[config.mk]
export PLATFORM = sky130hd
export DESIGN_NAME = mem_port_arbiter
export DESIGN_NICKNAME = d
export VERILOG_FILES = /design/src/rtl/mem_port_arbiter.sv
export SDC_FILE = /design/constraint.sdc
export NUM_CORES = 1
export LEC_CHECK = 0
export ABC_AREA = 1
export CORE_MARGIN = 2
export CORE_UTILIZATION = 34
export DETAILED_ROUTE_END_ITERATION = 8
export MAX_ROUTING_LAYER = met4
export PLACE_DENSITY = 0.79
export SLEW_MARGIN = 20
export SYNTH_ARGS = -nofsm -noshare
export SYNTH_HDL_FRONTEND = slang
export SYNTH_SLANG_ARGS = --single-unit
[constraint.sdc]
create_clock -name clk -period 4.4 [get_ports clk]
set_clock_uncertainty 0.1 [all_clocks]
set_input_delay 0.88 -clock clk [delete_from_list [all_inputs] [get_ports clk]]
set_output_delay 0.88 -clock clk [all_outputs]
set_load 0.05 [all_outputs]
[src/rtl/mem_port_arbiter.sv]
// Single-port memory arbiter between the fetch port and the data port; data wins by default.
// Define ARB_FAIR_EN to cap consecutive data grants (FAIR_LIMIT) while fetch is waiting.
module mem_port_arbiter #(
    parameter int MEM_LAT    = 1,
    parameter int FAIR_LIMIT = 4
) (
    input  logic        clk,
    input  logic        rst,
    input  logic        if_req,
    input  logic [31:0] if_addr,
    output logic [31:0] if_rdata,
    output logic        if_ready,
    input  logic        dm_req,
    input  logic        dm_we,
    input  logic [31:0] dm_addr,
    input  logic [31:0] dm_wdata,
    output logic [31:0] dm_rdata,
    output logic        dm_ready,
    output logic        mem_en,
    output logic        mem_we,
    output logic [31:0] mem_addr,
    output logic [31:0] mem_wdata,
    input  logic [31:0] mem_rdata,
    output logic        stall_f,
    output logic        stall_m
);
    if (MEM_LAT < 1 || MEM_LAT > 15) begin : g_bad_lat
        $error("mem_port_arbiter: MEM_LAT must be in 1..15");
    end
    if (FAIR_LIMIT < 1) begin : g_bad_fair
        $error("mem_port_arbiter: FAIR_LIMIT must be at least 1");
    end

    typedef enum logic {IDLE, BUSY} state_e;
    typedef enum logic [1:0] {OWN_NONE, OWN_FETCH, OWN_DATA} owner_e;

    state_e      state_q, state_d;
    owner_e      owner_q, owner_d;
    logic [3:0]  cnt_q, cnt_d;
    logic        we_q, we_d;
    logic [31:0] addr_q, addr_d;
    logic [31:0] wdata_q, wdata_d;

    logic issue;
    logic done;
    logic grant_data;
    logic fair_hold;

`ifdef ARB_FAIR_EN
    localparam int FW = $clog2(FAIR_LIMIT + 1);
    logic [FW-1:0] fair_q, fair_d;

    // Once the budget is spent, a waiting fetch takes the next arbitration.
    assign fair_hold = if_req && (fair_q >= FW'(FAIR_LIMIT));

    always_comb begin
        fair_d = fair_q;
        if (issue) begin
            if (grant_data && if_req) fair_d = fair_q + 1'b1;
            else                      fair_d = '0;
        end
    end
`else
    assign fair_hold = 1'b0;
`endif

    assign grant_data = dm_req && !fair_hold;
    // Issue happens in the IDLE cycle itself, so the strobe is combinational on the request.
    assign issue      = !rst && (state_q == IDLE) && (if_req || dm_req);
    assign done       = !rst && (state_q == BUSY) && (cnt_q == 4'd1);

    always_comb begin
        state_d = state_q;
        owner_d = owner_q;
        cnt_d   = cnt_q;
        we_d    = we_q;
        addr_d  = addr_q;
        wdata_d = wdata_q;
        if (issue) begin
            state_d = BUSY;
            cnt_d   = 4'(MEM_LAT);
            if (grant_data) begin
                owner_d = OWN_DATA;
                we_d    = dm_we;
                addr_d  = dm_addr;
                wdata_d = dm_wdata;
            end else begin
                owner_d = OWN_FETCH;
                we_d    = 1'b0;
                addr_d  = if_addr;
                wdata_d = '0;
            end
        end else if (state_q == BUSY) begin
            cnt_d = cnt_q - 4'd1;
            if (done) begin
                state_d = IDLE;
                owner_d = OWN_NONE;
                we_d    = 1'b0;
            end
        end
    end

    always_ff @(posedge clk) begin
        if (rst) begin
            state_q <= IDLE;
            owner_q <= OWN_NONE;
            cnt_q   <= '0;
            we_q    <= 1'b0;
            addr_q  <= '0;
            wdata_q <= '0;
`ifdef ARB_FAIR_EN
            fair_q  <= '0;
`endif
        end else begin
            state_q <= state_d;
            owner_q <= owner_d;
            cnt_q   <= cnt_d;
            we_q    <= we_d;
            addr_q  <= addr_d;
            wdata_q <= wdata_d;
`ifdef ARB_FAIR_EN
            fair_q  <= fair_d;
`endif
        end
    end

    assign mem_en    = issue;
    assign mem_we    = rst ? 1'b0 : (issue ? we_d : we_q);
    assign mem_addr  = rst ? '0 : (issue ? addr_d : addr_q);
    assign mem_wdata = rst ? '0 : (issue ? wdata_d : wdata_q);

    assign if_ready  = done && (owner_q == OWN_FETCH);
    assign dm_ready  = done && (owner_q == OWN_DATA);
    assign if_rdata  = if_ready ? mem_rdata : '0;
    assign dm_rdata  = dm_ready ? mem_rdata : '0;

    assign stall_f   = !rst && if_req && !if_ready;
    assign stall_m   = !rst && dm_req && !dm_ready;
endmodule

Word-level counts from Yosys, hierarchy flattened
Cells that the tools add are included.

storage, ports and cells
  output and inout bits = 134
  input port bits = 133
  word-level logic and storage cells = 55
  register bits = 72

cells by class
  mux-type cells = 25
  bitwise gates (word level) = 1
  $add $sub $neg = 1
  equality and inequality tests = 3
  reduce and logical (&&, ||, !) cells = 18

operators by type and width
  operator                                           number
  2-to-1 mux 32 bit                                  10
  2-to-1 mux 1 bit                                   11
  logical AND 1 bit                                  10
  2-to-1 mux 2 bit                                   4
  == test 4 x 1 -> 1 bit (second input constant)     1
  nonzero test 2 bit                                 2
  subtractor 4 x 1 -> 4 bit (second input constant)  1
  logical NOT 1 bit                                  3
  == test 2 x 1 -> 1 bit (second input constant)     1
  == test 2 bit (second input constant)              1
  AND reduction 2 bit                                1
  OR reduction 2 bit                                 1
  logical OR 1 bit                                   1
  NOT 1 bit                                          1

Logic depth before layout (Yosys ltp)
Gate-level depths: netlist of run 1.

  depth after elaboration = 8
  mapped depth = 9
  gate-level depth less buffers = 7

Worst setup path before layout of run 1
OpenSTA, ideal clock, no wires.

  path kind = input to output
  start = in rst
  end = out mem_addr[23]
  stages on the path = 7
  path buffers = 2
  setup slack = 0.881 ns
  arrival time = 2.539 ns
  data required time = 3.420 ns
  cell sequence = buf_2 -> inv_2 -> nand2_2 -> nor2_4 -> buf_2 -> nand2_1 -> a21oi_1

on the way
  longest elaborated chain between the ends = 6

ends and longest elaborated chain
  item                                line  RTL
  start: declaration                  8     input logic rst,
  logical NOT 1 bit (*)               69    assign issue = !rst && (state_q == IDLE) && (if_req || dm_req);
  logical AND 1 bit (*) (2 in a row)  69
  net mem_en                          19    output logic mem_en,
  2-to-1 mux 32 bit                   79    if (issue) begin
  2-to-1 mux 32 bit (*) (2 in a row)  129   assign mem_addr = rst ? '0 : (issue ? addr_d : addr_q);
  end: declaration                    21    output logic [31:0] mem_addr,

Mark *: on every way through the listed nets, which the timed path passes. The rest lies on a longest branch.

Worst setup path after layout of run 1
  start = in dm_req
  end = out mem_addr[27]

on the way
  longest elaborated chain between the ends = 5
  elaborated cells on any way between the ends = 6
  those cells by class = 4 x mux; 2 x reduce/logical

ends and longest elaborated chain
  item                                line  RTL
  start: declaration                  13    input logic dm_req,
  logical OR 1 bit                    69
  logical AND 1 bit                   69
  2-to-1 mux 32 bit                   79
  2-to-1 mux 32 bit (*) (2 in a row)  129

Every way passes the cells marked *; elsewhere a longest branch is shown, timed or not.

==> flow_summary.yaml, run 1 <==
cells_and_area:
  fin_cells: 1019
  diodes: 0
  regArea_mm2: 0.00144
  fill_cells: 775
  fin_nets: 1009
  drive_gt1_share_pct: 18.8
  area_growth_pct: 114
  multi_input_area_mm2: 0.00191
logic_synthesis:
  netlist_area_mm2: 0.00371
  yosysSeqAreaShare_pct: 38.8
  syn_avg_cell_area_um2: 5.96
  ys_top_cells_by_area: "dfxtp_1 39%, nand2_1 31%, a21oi_1 9.0%"
  synthSimpleGateAreaFrac_pct: 41.5
  yosys_warnings: 0
  synthMuxAreaShare_pct: 0
  syn_nets: 758
  syn_inst: 623
  synth_compound_area_share_pct: 9.30
  yosysTopAreaCellShare_pct: 38.8
  synth_area_leader_cell: "dfxtp_1"
  synthAdderAreaFrac_pct: 0.674
  synth_xor_xnor_area_share_pct: 0
  ys_types: 18
  yosys_register_bits: 72
  synth_top_family_by_area: "simple AND/OR/NAND/NOR gates"
die:
  row_count: 38
  ios: 267
  start_util_pct: 34.5
  die_height_um: 108
  die_area_mm2: 0.0118
  fp.dieW_um: 108
  core_area_mm2: 0.0107
outcome:
  outcome: "finished clean"
worst_setup_path:
  worst_setup_path_end_kind: "output port"
  r2r_slack_ns: 2.84
  r2r-start: "state_q"
  start_kind: "input pin"
  reg2reg_to: "wdata_q[26]"
  reg2reg_depth: 6
  cp_data_required_time_ns: 3.42
  critPathMaxFanout: 29
  path_class: "input pin to output port"
  arrival_ns: 2.67
placement:
  place_hpwl_um: 11000
  port_buffers: 266
  dp.cells: 1003
  gp_congestion: 0.833
grt:
  grt_pass1_vias: 4564
  grt_overflow: 0
  antenna_found_initial: 0
  grt_max_degree: 65
  grt_pass1_wl_um: 21400
  grt.total_usage_pct: 23.7
min_path:
  min_from: "wdata_q[6]"
  holdPathEnd: "wdata_q[6]"
  min_path_cells: 2
  hp-class: "flip-flop to flip-flop"
detailed_routing:
  drt_wl_total_um: 13800
  ant_nets: 0
  via_per_inst: 4.59
  drcViolationCount: 0
  dr.pass1.iters: 4
  vias: 4678
  post_drt_wl_per_cell_um: 13.5
  drt_iter0_markers: 210
sta:
  fin_crit_sh_pct: 83.0
  tightest_slew_ns: 0.607
  drv_slew: 0
  finalSetupViolCount: 0
  fin_tns_setup_ns: 0
  max-slew-margin-rel_pct: 59.4
  fin_crit_ns: 3.65
  rsz0062_at_grt: "no"
  hold_viol: 0
  fmax_ghz: 0.274
clocking:
  cts_resized: 0
  clk-insertion-delay-late_ns: 0.34
  clk_path_buf_depth: 2
  h-tree-depth: 3
  cts_buffers: 9
  clk_pin_slew_worst_paths_ns: 0.08
  cts_root_buf: "clkbuf_8"
  post-cts-setup-buffers: 0
  clkSinkCount: 72
  cts_tree: "yes"
  hold_buffers: 0
power_and_ir_drop:
  p_leak_nw: 3.75
  ir_worst_vdd_v: 0.000214
  p_per_area_mw_per_mm2: 272
run:
  maxCapViolations: 0
synth_stat cells:
| master | number |
|---|---|
| nor2_4 | 1 |
| inv_1 | 41 |
| a21oi_1 | 67 |
| buf_4 | 2 |
| clkbuf_1 | 7 |
| inv_2 | 4 |
| ha_1 | 2 |
| nand3b_1 | 2 |
| buf_2 | 21 |
| buf_6 | 4 |
| dfxtp_1 | 72 |
| nor2_1 | 80 |
| nand2_2 | 2 |
| o21ai_0 | 2 |
| nor2_2 | 2 |
| nand3_1 | 6 |
| or2_2 | 1 |
| nand2_1 | 307 |
cells by family (layout without fill, tap and decap cells):
group                    after synthesis  count (layout)
buffers and inverters                 79             335
flip-flops                            72              72
AND/OR/NAND/NOR                      401             401
adder cells (fa/ha/maj)                2               2
AO/OA/AOI/OAI                         69              69
worst max path at each step:
| stage | slack [ns] | endpoint | from |
|---|---|---|---|
| after floorplan | 0.88 | mem_addr[23] | rst |
| after global placement | 0.83 | mem_addr[1] | dm_req |
| after detailed placement | 0.75 | mem_addr[27] | dm_req |
| after CTS | 0.74 | mem_addr[27] | dm_req |
| after global routing | 0.61 | mem_addr[27] | dm_req |
| final | 0.75 | mem_addr[27] | dm_req |
power by group:
part	total, W	internal (W)	switching, W
Sequential	0.000732	0.000709	0.0000225
Clock	0.000626	0.000375	0.000251
Combinational	0.000805	0.000371	0.000434
routing by layer:
metal / wire length (um) / track usage, % / vias to the layer above
li1: - / - / 2389
met1: 4910 / 24.4 / 2060
met2: 7180 / 42.0 / 192
met3: 1170 / 6.33 / 37
met4: 517 / 10.5 / 0
met5: 0 / - / -
layout by cell type (no fill, tap or decap):
| cell | instances |
|---|---|
| clkbuf_8 | 9 |
| or2_2 | 1 |
| buf_12 | 131 |
| clkbuf_1 | 1 |
| nor2_2 | 2 |
| nor2_4 | 1 |
| nand2_1 | 307 |
| ha_1 | 2 |
| clkinv_2 | 2 |
| buf_4 | 8 |
| bufinv_16 | 3 |
| a21oi_1 | 67 |
| nor2_1 | 80 |
| dfxtp_1 | 72 |
| inv_2 | 4 |
| nand3_1 | 6 |
| clkdlybuf4s50_1 | 134 |
| o21ai_0 | 2 |
| nand3b_1 | 2 |
| buf_2 | 1 |
| clkinvlp_4 | 1 |
| inv_1 | 41 |
| nand2_2 | 2 |
critical path, stage by stage:
cell             delay (ns)
clkdlybuf4s50_1        0.56
nor2_1                 0.10
nor2_4                 0.18
buf_4                  0.35
nand2_1                0.14
a21oi_1                0.27
buf_12                 0.18
through the flow:
step           hold WS [ns]  power, W  cell area [um2]  util (%)  setup WS (ns)
2_1_floorplan         0.314   0.00115             3710         -          0.881
3_3_place_gp          0.324   0.00154             7720      71.9          0.834
3_5_place_dp          0.329   0.00155             7720      71.9          0.746
4_1_cts               0.348   0.00218             7960      74.1          0.745
5_1_grt               0.383   0.00227             7960      74.1          0.610
6_report              0.346   0.00216             7960      74.1          0.746
flip-flops by register name (all words and copies together), names as in the netlist:
register and cells:
owner_q 2, addr_q 32, wdata_q 32, state_q 1
cnt_q 4, we_q 1
cell type report:
type                    instances  share of cell area (%)
clock buffers                  10                    1.60
flip-flops and latches         72                    18.1
repair buffers                274                    50.6
inverters                      45                    2.12
clock inverters                 6                    1.35
well taps                     140                    2.20
multi-input cells             472                    24.0
Note: power is estimated with default switching activity, not from simulation.
==> run 2, diff against run 1 <==
- clock period: 4.4 -> 3.43 ns (I/O delays scaled with it)
==> run 2 against run 1 <==
Net effect:
- cell area rose by 1.2%
- power rose by 30%
- die area did not move
- clock-buffer cell count did not move
- core utilization rose by 0.91 points
- cell count rose by 0.20%
- routed wire length fell by 2.4%
- flip-flop and latch count did not move
- critical path type unchanged
- non-clock buffer count rose by 3
- first-iteration DRC count fell by 1.4%
- global-route usage fell by 0.56 points
==> flow_summary.yaml, run 2 (synthesis gave the netlist of run 1 again) <==
worst_setup_path:
  r2r-start: "state_q"
  path_class: "input pin to output port"
  critPathMaxFanout: 17
  worst_setup_path_end_kind: "output port"
  reg2reg_depth: 7
  cp_data_required_time_ns: 2.64
  reg2reg_to: "wdata_q[1]"
  r2r_slack_ns: 1.83
  arrival_ns: 2.47
  start_kind: "input pin"
clocking:
  cts_resized: 0
  h-tree-depth: 3
  cts_root_buf: "clkbuf_8"
  clk_pin_slew_worst_paths_ns: 0.07
  cts_buffers: 9
  hold_buffers: 0
  clkSinkCount: 72
  post-cts-setup-buffers: 0
  clk-insertion-delay-late_ns: 0.33
  clk_path_buf_depth: 2
  cts_tree: "yes"
cells_and_area:
  reg_top3: "addr_q (32), wdata_q (32), cnt_q (4)"
  final_cell_mix: "307 x nand2_1, 137 x buf_12, 131 x clkdlybuf4s50_1"
  drive_gt1_share_pct: 19.4
  fill_cells: 721
  diodes: 0
  multi_input_area_mm2: 0.00191
  mostFrequentLayoutCell: "nand2_1"
  regArea_mm2: 0.00144
  area_growth_pct: 117
  fin_nets: 1012
  final_util_pct: 75.0
die:
  fp.dieW_um: 108
  die_height_um: 108
  ios: 267
  core_area_mm2: 0.0107
  start_util_pct: 34.5
  die_area_mm2: 0.0118
  row_count: 38
detailed_routing:
  drcViolationCount: 0
  vias: 4604
  via_per_inst: 4.51
  drt_iter0_markers: 207
  ant_nets: 0
  dr.pass1.iters: 5
  drt_wl_total_um: 13400
  post_drt_wl_per_cell_um: 13.2
sta:
  finalSetupViolCount: 0
  rsz0062_at_grt: "no"
  fin_crit_sh_pct: 95.0
  fin_tns_setup_ns: 0
  fmax_ghz: 0.307
  max-slew-margin-rel_pct: 59.6
  fin_crit_ns: 3.26
  tightest_slew_ns: 0.606
  drv_slew: 0
  hold_viol: 0
run:
  maxCapViolations: 0
power_and_ir_drop:
  ir_worst_vdd_v: 0.000248
  p_sw_w: 0.000904
  power.internal_w: 0.00190
  swShare_pct: 32.2
  p_per_area_mw_per_mm2: 348
  pwr-share-comb_pct: 37.5
  p_leak_nw: 3.79
  p_clk_share_pct: 29.1
  seq_power_share_pct: 33.4
placement:
  place_hpwl_um: 10700
  gp_congestion: 0.862
  port_buffers: 266
grt:
  grt.total_usage_pct: 23.1
  grt_overflow: 0
  grt_max_degree: 65
  grt_pass1_wl_um: 21000
  antenna_found_initial: 0
  grt_pass1_vias: 4367
min_path:
  min_from: "wdata_q[28]"
  hp-class: "flip-flop to flip-flop"
  min_path_cells: 2
  holdPathEnd: "wdata_q[28]"
outcome:
  outcome: "finished clean"
## run 2: metal layers
layer  routed length (um)  global-route usage [%]  share of wire (%)  vias up
met2                 7000                    41.1                 52      166
met3                  981                    5.55                7.3       28
met5                    0                       -                  0        -
li1                     -                       -                  -     2399
met1                 5070                    24.7                 38     2011
met4                  384                    8.70                2.9        0
## run 2: final cells by class
type	count	area share, %
timing repair buffer	277	51.1
clock buffer	10	1.71
tap	140	2.17
sequential	72	17.9
inverter	45	2.10
multi-input combinational	472	23.7
clock inverter	5	1.30
## run 2: metrics by stage
stage | instance area [um2] | setup slack, ns | std cells | hold slack (ns) | total power, W
2_1_floorplan | 3710 | 0.299 | 623 | 0.314 | 0.00147
4_1_cts | 8060 | 0.179 | 1021 | 0.347 | 0.00283
3_3_place_gp | 7820 | 0.308 | 1006 | 0.323 | 0.00199
3_5_place_dp | 7820 | 0.219 | 1006 | 0.328 | 0.00201
6_report | 8060 | 0.171 | 1021 | 0.341 | 0.00281
5_1_grt | 8060 | 0.0394 | 1021 | 0.368 | 0.00293
## run 2: worst max-delay path by stage
stage	slack (ns)	start	cells after the start	to
final	0.17	dm_req	8	mem_addr[27]
after global placement	0.31	dm_req	7	mem_addr[1]
after floorplan	0.30	rst	7	mem_addr[23]
after global routing	0.04	dm_req	10	mem_wdata[18]
after CTS	0.18	dm_req	8	mem_addr[27]
after detailed placement	0.22	dm_req	8	mem_addr[27]
## run 2: power by group through the flow
stage	Combinational (W)	Sequential, W	Clock, W
2_1_floorplan	0.000523	0.000950	0
5_1_grt	0.00112	0.000945	0.000863
4_1_cts	0.00106	0.000938	0.000835
3_3_place_gp	0.00104	0.000955	0
6_report	0.00105	0.000938	0.000816
3_5_place_dp	0.00106	0.000957	0
## run 2: worst max-delay path: stages
cell and delay [ns]:
clkdlybuf4s50_1 0.52, inv_2 0.10, nand2_1 0.05, nand2_1 0.26
buf_4 0.29, nand2_1 0.10, a21oi_1 0.28, buf_12 0.18
